===== src/rtl/alu_seq.sv =====
// Handshaked ALU: single-cycle logic/arith/shift ops plus iterative shift-add
// multiply and restoring divide, result and flags held until accepted.
module alu_seq #(
  parameter int unsigned WIDTH = 8,
  parameter int unsigned SHW   = $clog2(WIDTH)
) (
  input  logic             clk,
  input  logic             rst,
  input  logic             in_valid,
  output logic             in_ready,
  input  logic [WIDTH-1:0] A,
  input  logic [WIDTH-1:0] B,
  input  logic [3:0]       select,
  output logic             out_valid,
  input  logic             out_ready,
  output logic [WIDTH-1:0] result,
  output logic [WIDTH-1:0] result_hi,
  output logic             carry,
  output logic             overflow,
  output logic             zero,
  output logic             negative,
  output logic             div_zero
);

  localparam int unsigned CW = $clog2(WIDTH);

  typedef enum logic [1:0] {IDLE, MUL, DIV, DONE} state_t;

  state_t           state, state_next;
  logic [WIDTH-1:0] opnd, acc_hi, acc_lo;
  logic [CW-1:0]    cnt;
  logic             accept, last_step;

  logic [WIDTH:0]   mul_sum, div_shift, add_w, sub_w;
  logic [WIDTH-1:0] div_diff;
  logic             div_ge;
  logic [WIDTH-1:0] step_hi, step_lo;

  logic [SHW-1:0]   amt;
  int unsigned      rot;
  logic [WIDTH-1:0] fin_result, fin_hi;
  logic             fin_carry, fin_ovf, fin_dz;

  always_ff @(posedge clk) begin
    if (rst) state <= IDLE;
    else     state <= state_next;
  end

  // Next state plus combinational step/result values for the datapath
  always_comb begin
    state_next = state;
    accept     = in_valid && in_ready;
    last_step  = (cnt == CW'(WIDTH - 1));
    case (state)
      IDLE: begin
        if (accept) begin
          if (select == 4'h2)                       state_next = MUL;
          else if (select == 4'h3 && B != '0)       state_next = DIV;
          else                                      state_next = DONE;
        end
      end
      MUL, DIV: if (last_step) state_next = DONE;
      DONE:     if (out_ready) state_next = IDLE;
      default:  state_next = IDLE;
    endcase

    mul_sum   = {1'b0, acc_hi} + (acc_lo[0] ? {1'b0, opnd} : '0);
    div_shift = {acc_hi, acc_lo[WIDTH-1]};
    div_ge    = (div_shift >= {1'b0, opnd});
    div_diff  = WIDTH'(div_shift - {1'b0, opnd});
    if (state == MUL) begin
      step_hi = mul_sum[WIDTH:1];
      step_lo = {mul_sum[0], acc_lo[WIDTH-1:1]};
    end else begin
      step_hi = div_ge ? div_diff : div_shift[WIDTH-1:0];
      step_lo = {acc_lo[WIDTH-2:0], div_ge};
    end

    amt        = B[SHW-1:0];
    rot        = 32'(amt) % WIDTH;
    add_w      = {1'b0, A} + {1'b0, B};
    sub_w      = {1'b0, A} - {1'b0, B};
    fin_result = '0;
    fin_hi     = '0;
    fin_carry  = 1'b0;
    fin_ovf    = 1'b0;
    fin_dz     = 1'b0;
    if (state == MUL || state == DIV) begin
      fin_result = step_lo;
      fin_hi     = step_hi;
      fin_carry  = (state == MUL) && (step_hi != '0);
    end else begin
      case (select)
        4'h0: begin
          fin_result = add_w[WIDTH-1:0];
          fin_carry  = add_w[WIDTH];
          fin_ovf    = (A[WIDTH-1] == B[WIDTH-1]) && (fin_result[WIDTH-1] != A[WIDTH-1]);
        end
        4'h1: begin
          fin_result = sub_w[WIDTH-1:0];
          fin_carry  = sub_w[WIDTH];
          fin_ovf    = (A[WIDTH-1] != B[WIDTH-1]) && (fin_result[WIDTH-1] != A[WIDTH-1]);
        end
        4'h3: begin
          fin_result = '1;
          fin_hi     = A;
          fin_dz     = 1'b1;
        end
        4'h4: fin_result = A << amt;
        4'h5: fin_result = A >> amt;
        4'h6: fin_result = (A << rot) | (A >> (WIDTH - rot));
        4'h7: fin_result = (A >> rot) | (A << (WIDTH - rot));
        4'h8: fin_result = A & B;
        4'h9: fin_result = A | B;
        4'hA: fin_result = A ^ B;
        4'hB: fin_result = ~(A & B);
        4'hC: fin_result = ~(A | B);
        4'hD: fin_result = ~(A ^ B);
        4'hE: fin_result = WIDTH'(A > B);
        4'hF: fin_result = WIDTH'(A == B);
        default: fin_result = '0;
      endcase
    end
  end

  // Operand capture, iterative engine and held result/flag registers
  always_ff @(posedge clk) begin
    if (rst) begin
      in_ready  <= 1'b1;
      out_valid <= 1'b0;
      opnd      <= '0;
      acc_hi    <= '0;
      acc_lo    <= '0;
      cnt       <= '0;
      result    <= '0;
      result_hi <= '0;
      carry     <= 1'b0;
      overflow  <= 1'b0;
      zero      <= 1'b0;
      negative  <= 1'b0;
      div_zero  <= 1'b0;
    end else begin
      in_ready  <= (state_next == IDLE);
      out_valid <= (state_next == DONE);
      if (state == IDLE && (state_next == MUL || state_next == DIV)) begin
        opnd   <= (state_next == MUL) ? A : B;
        acc_hi <= '0;
        acc_lo <= (state_next == MUL) ? B : A;
        cnt    <= '0;
      end else if (state == MUL || state == DIV) begin
        acc_hi <= step_hi;
        acc_lo <= step_lo;
        cnt    <= cnt + CW'(1);
      end
      if (state != DONE && state_next == DONE) begin
        result    <= fin_result;
        result_hi <= fin_hi;
        carry     <= fin_carry;
        overflow  <= fin_ovf;
        zero      <= (fin_result == '0);
        negative  <= fin_result[WIDTH-1];
        div_zero  <= fin_dz;
      end
    end
  end

endmodule


===== config.mk =====
export PLATFORM = sky130hd
export DESIGN_NAME = alu_seq
export DESIGN_NICKNAME = d
export VERILOG_FILES = /design/src/rtl/alu_seq.sv
export SDC_FILE = /design/constraint.sdc
export NUM_CORES = 1
export LEC_CHECK = 0
export BUFFER_PORTS_ARGS = -buffer_cell sky130_fd_sc_hd__buf_2
export CAP_MARGIN = 15
export CORE_AREA = 2 2 110 112
export CTS_CLUSTER_SIZE = 8
export DETAILED_ROUTE_END_ITERATION = 10
export DIE_AREA = 0 0 112 114
export GPL_TIMING_DRIVEN = 0
export HOLD_SLACK_MARGIN = 0.1
export PLACE_DENSITY = 0.72
export SLEW_MARGIN = 20
export SYNTH_ARGS = -nofsm -noshare
export SYNTH_HDL_FRONTEND = slang
export SYNTH_SLANG_ARGS = --single-unit

===== constraint.sdc =====
create_clock -name clk -period 4.74 [get_ports clk]
set_input_delay 0.948 -clock clk [delete_from_list [all_inputs] [get_ports clk]]
set_output_delay 0.948 -clock clk [all_outputs]
set_load 0.02 [all_outputs]

==> flow_summary_export.csv <==
group,metric,value,unit
placed_design,dpl.hpwl,16700,um
setup_path,cp-start-kind,"input port",
logic_synthesis,syn-num-nets,921,
clock_network,h-tree-depth,2,
timing,relSlewSlack,30.2,%
finish,diodes,0,
clock_network,cts_hold_buf,0,
timing,hold_ws,454,ps
power,sw_frac_of_total,53.6,%
power,power_switching,2160,uW
timing,tightest_slew,1040,ps
die,rows,40,
setup_path,reg2reg_from,"state[0]",
power,power_frac_seq,18.0,%
routing,wirelength,21800,um
clock_network,cts_buffers,5,
global_route,grt_pass1_wl,34100,um
setup_path,crit_required,4950,ps
clock_network,clock_latency,300,ps
timing,hold_violations,0,
die,die_h,114,um
run,maxCapViolCount,0,
min_path,min_from,"div_zero",
routing,vias,6871,
min_path,min_path_cells,2,
clock_network,clk_path_buf_depth,2,
timing,finalCritPeriodShare,95.5,%
clock_network,clockRootBuffer,"clkbuf_16",
die,start_util,52.9,%
routing,post_drt_wl_per_cell,20.9,um
routing,highest_layer,"met4",
clock_network,cts.sinks,51,
global_route,grt_util_all_layers,33.5,%
finish,final_nets,973,
power,pwr-share-clk,9.4,%
global_route,grt_max_degree,19,
logic_synthesis,avgSynthCellArea,7.36,um2
power,p_leak,0.00277,uW
routing,ant_nets,0,
finish,area.growth.synth_to_final,9.64,%
global_route,grt_overflow,0,
finish,fin_util,58.1,%
logic_synthesis,ys_warn_count,0,
min_path,holdPathEnd,"div_zero",
placed_design,io_buffers,43,
clock_network,cts_tree,"yes",
finish,fillers,1174,
placed_design,dpl_worst_slack,-679,ps
logic_synthesis,postSynthCellCount,843,
logic_synthesis,synthFlopType,"dfxtp_1",
setup_path,crit_fanout,10,
finish,instances_no_fill,1043,
setup_path,crit_type,"in -> reg",
timing,final_max_slew_viol_count,0,
routing,drc_errors,0,
power,totalPowerFinal,4020,uW
setup_path,worstPathArrival,4740,ps
min_path,hp-class,"reg -> reg",
power,intPower,1870,uW
setup_path,ff2ff_path_depth,17,
die,die_w,112,um
routing,wl_met3,2130,um
logic_synthesis,ys_seq_elements,51,
routing,dr.pass1.iters,8,
finish,multi_input_area,4670,um2
routing,vias_per_cell,6.59,
finish,final_common_cell,"nor2_1",
die,core_region_area,11700,um2
routing,wl_met1,8490,um
die,ioPinCount,47,
die,dieArea,12800,um2
power,vdd.ir_drop.worst,0.584,mV
timing,finalClockSkew,6.13,ps
setup_path,reg2reg_to,"zero",
logic_synthesis,yosysSeqAreaShare,16.5,%
placed_design,routabilityCongestion,1.09,
routing,dr_wl_met2,9830,um
timing,period_minus_slack,4530,ps
logic_synthesis,async_flop_share,0,%
global_route,grt_pass1_vias,6294,
logic_synthesis,netlist_area,6200,um2
clock_network,clk_pin_slew,70,ps
setup_path,end_kind,"flop",
timing,rsz0062_at_grt,"false",
finish,layout_common_cells,"nor2_1 (86), a21oi_1 (78), nand2_1 (72)",
placed_design,dp.cells,1033,
timing,fin_ws,211,ps
run_status,status,"finished clean",
setup_path,r2r_slack,710,ps
timing,max_freq,0.221,GHz
finish,drive_gt1_share,12.7,%
timing,setup_viol,0,
global_route,antenna_found_initial,0,
logic_synthesis,synth.distinct_cells,76,
power,p_comb_share,72.6,%
logic_synthesis,synth_edf_count,0,
finish,seq_area,1020,um2
power,powerDensity,592,nW/um2
routing,drt_iter0_drc,907,
## cell usage after synthesis, types with 7 or more instances
cell type,instances,area [um2]
buf_2,23,115
clkbuf_1,36,135
nand2b_1,17,106
dfxtp_1,51,1020
a31oi_1,8,50.1
o211ai_1,11,82.6
a21oi_1,78,390
o21ai_0,41,205
nor2_1,86,323
a221oi_1,7,61.3
a211oi_1,26,195
inv_1,56,210
nand3_1,20,100
nor3_1,27,135
nor2b_1,10,62.6
mux4_2,12,270
mux2i_1,38,380
nand2_1,72,270
mux2_2,7,78.8
and2_1,11,68.8
ha_1,50,626
## critical path, stage by stage
cell,delay [ps]
buf_2,120
buf_2,190
buf_2,220
buf_4,210
clkinvlp_4,100
ha_4,180
nor4b_1,270
nand4_1,190
a21oi_1,160
a21oi_1,50
nand2_1,70
o21ai_0,140
inv_1,130
ha_1,200
nor2b_4,230
o41ai_1,110
a21oi_1,180
o311ai_1,180
o32ai_1,310
o211a_1,230
nand4b_1,120
o31ai_2,180
## through the flow
stage	setup TNS, ps	instance area (um2)
after global placement	-3920	6600
after CTS	0	6770
final	0	6800
after floorplan	0	6200
after detailed placement	-4490	6610
after global routing	0	6800
## how the worst max path moves through the flow
stage,start,cells after the start,to
after floorplan,B[1],21,zero
after global placement,B[1],22,zero
after detailed placement,B[1],22,zero
after CTS,B[1],22,zero
after global routing,B[1],22,zero
final,B[1],22,zero
## final cells by class
cell class / count / share of cell area [%]
clock buffers: 5 / 1.84
clock inverters: 3 / 0.423
multi-input cells: 665 / 68.8
plain buffers: 67 / 4.51
flip-flops and latches: 51 / 15.0
repair buffers: 45 / 3.39
well taps: 147 / 2.71
inverters: 60 / 3.37
## registers in the layout, summed over array words and instances, names as in the netlist, 2 cells and up
register / cells
opnd: 8
cnt: 3
acc_lo: 8
result: 8
acc_hi: 8
result_hi: 8
state: 2
## routing by layer
layer	vias to the layer above	global-route usage [%]
li1	3152	-
met1	3160	43.0
met2	450	55.1
met3	109	4.99
met4	0	16.9
met5	-	0
## cell families after synthesis
| kind of cell | synth area share, % |
|---|---|
| XOR/XNOR | 1.82 |
| flip-flops | 16.5 |
| adder cells (fa/ha/maj) | 11.4 |
| buffers and inverters | 8.58 |
| AO/OA/AOI/OAI | 26.2 |
| multiplexers | 11.8 |
| AND/OR/NAND/NOR | 23.8 |
## power by group through the flow
stage	registers (uW)	logic [uW]	clock network (uW)
after floorplan	764	2030	0
after global placement	731	2790	0
after detailed placement	730	2820	0
after CTS	722	2840	382
after global routing	738	3190	404
final	725	2920	379
## repair_timing
action | 4_1_cts | 5_1_grt
endpoints found under the setup margin | 11 | 10
gates resized for setup | 4 | 2
setup buffers | 0 | 2
Note: power is estimated with default switching activity, not from simulation.
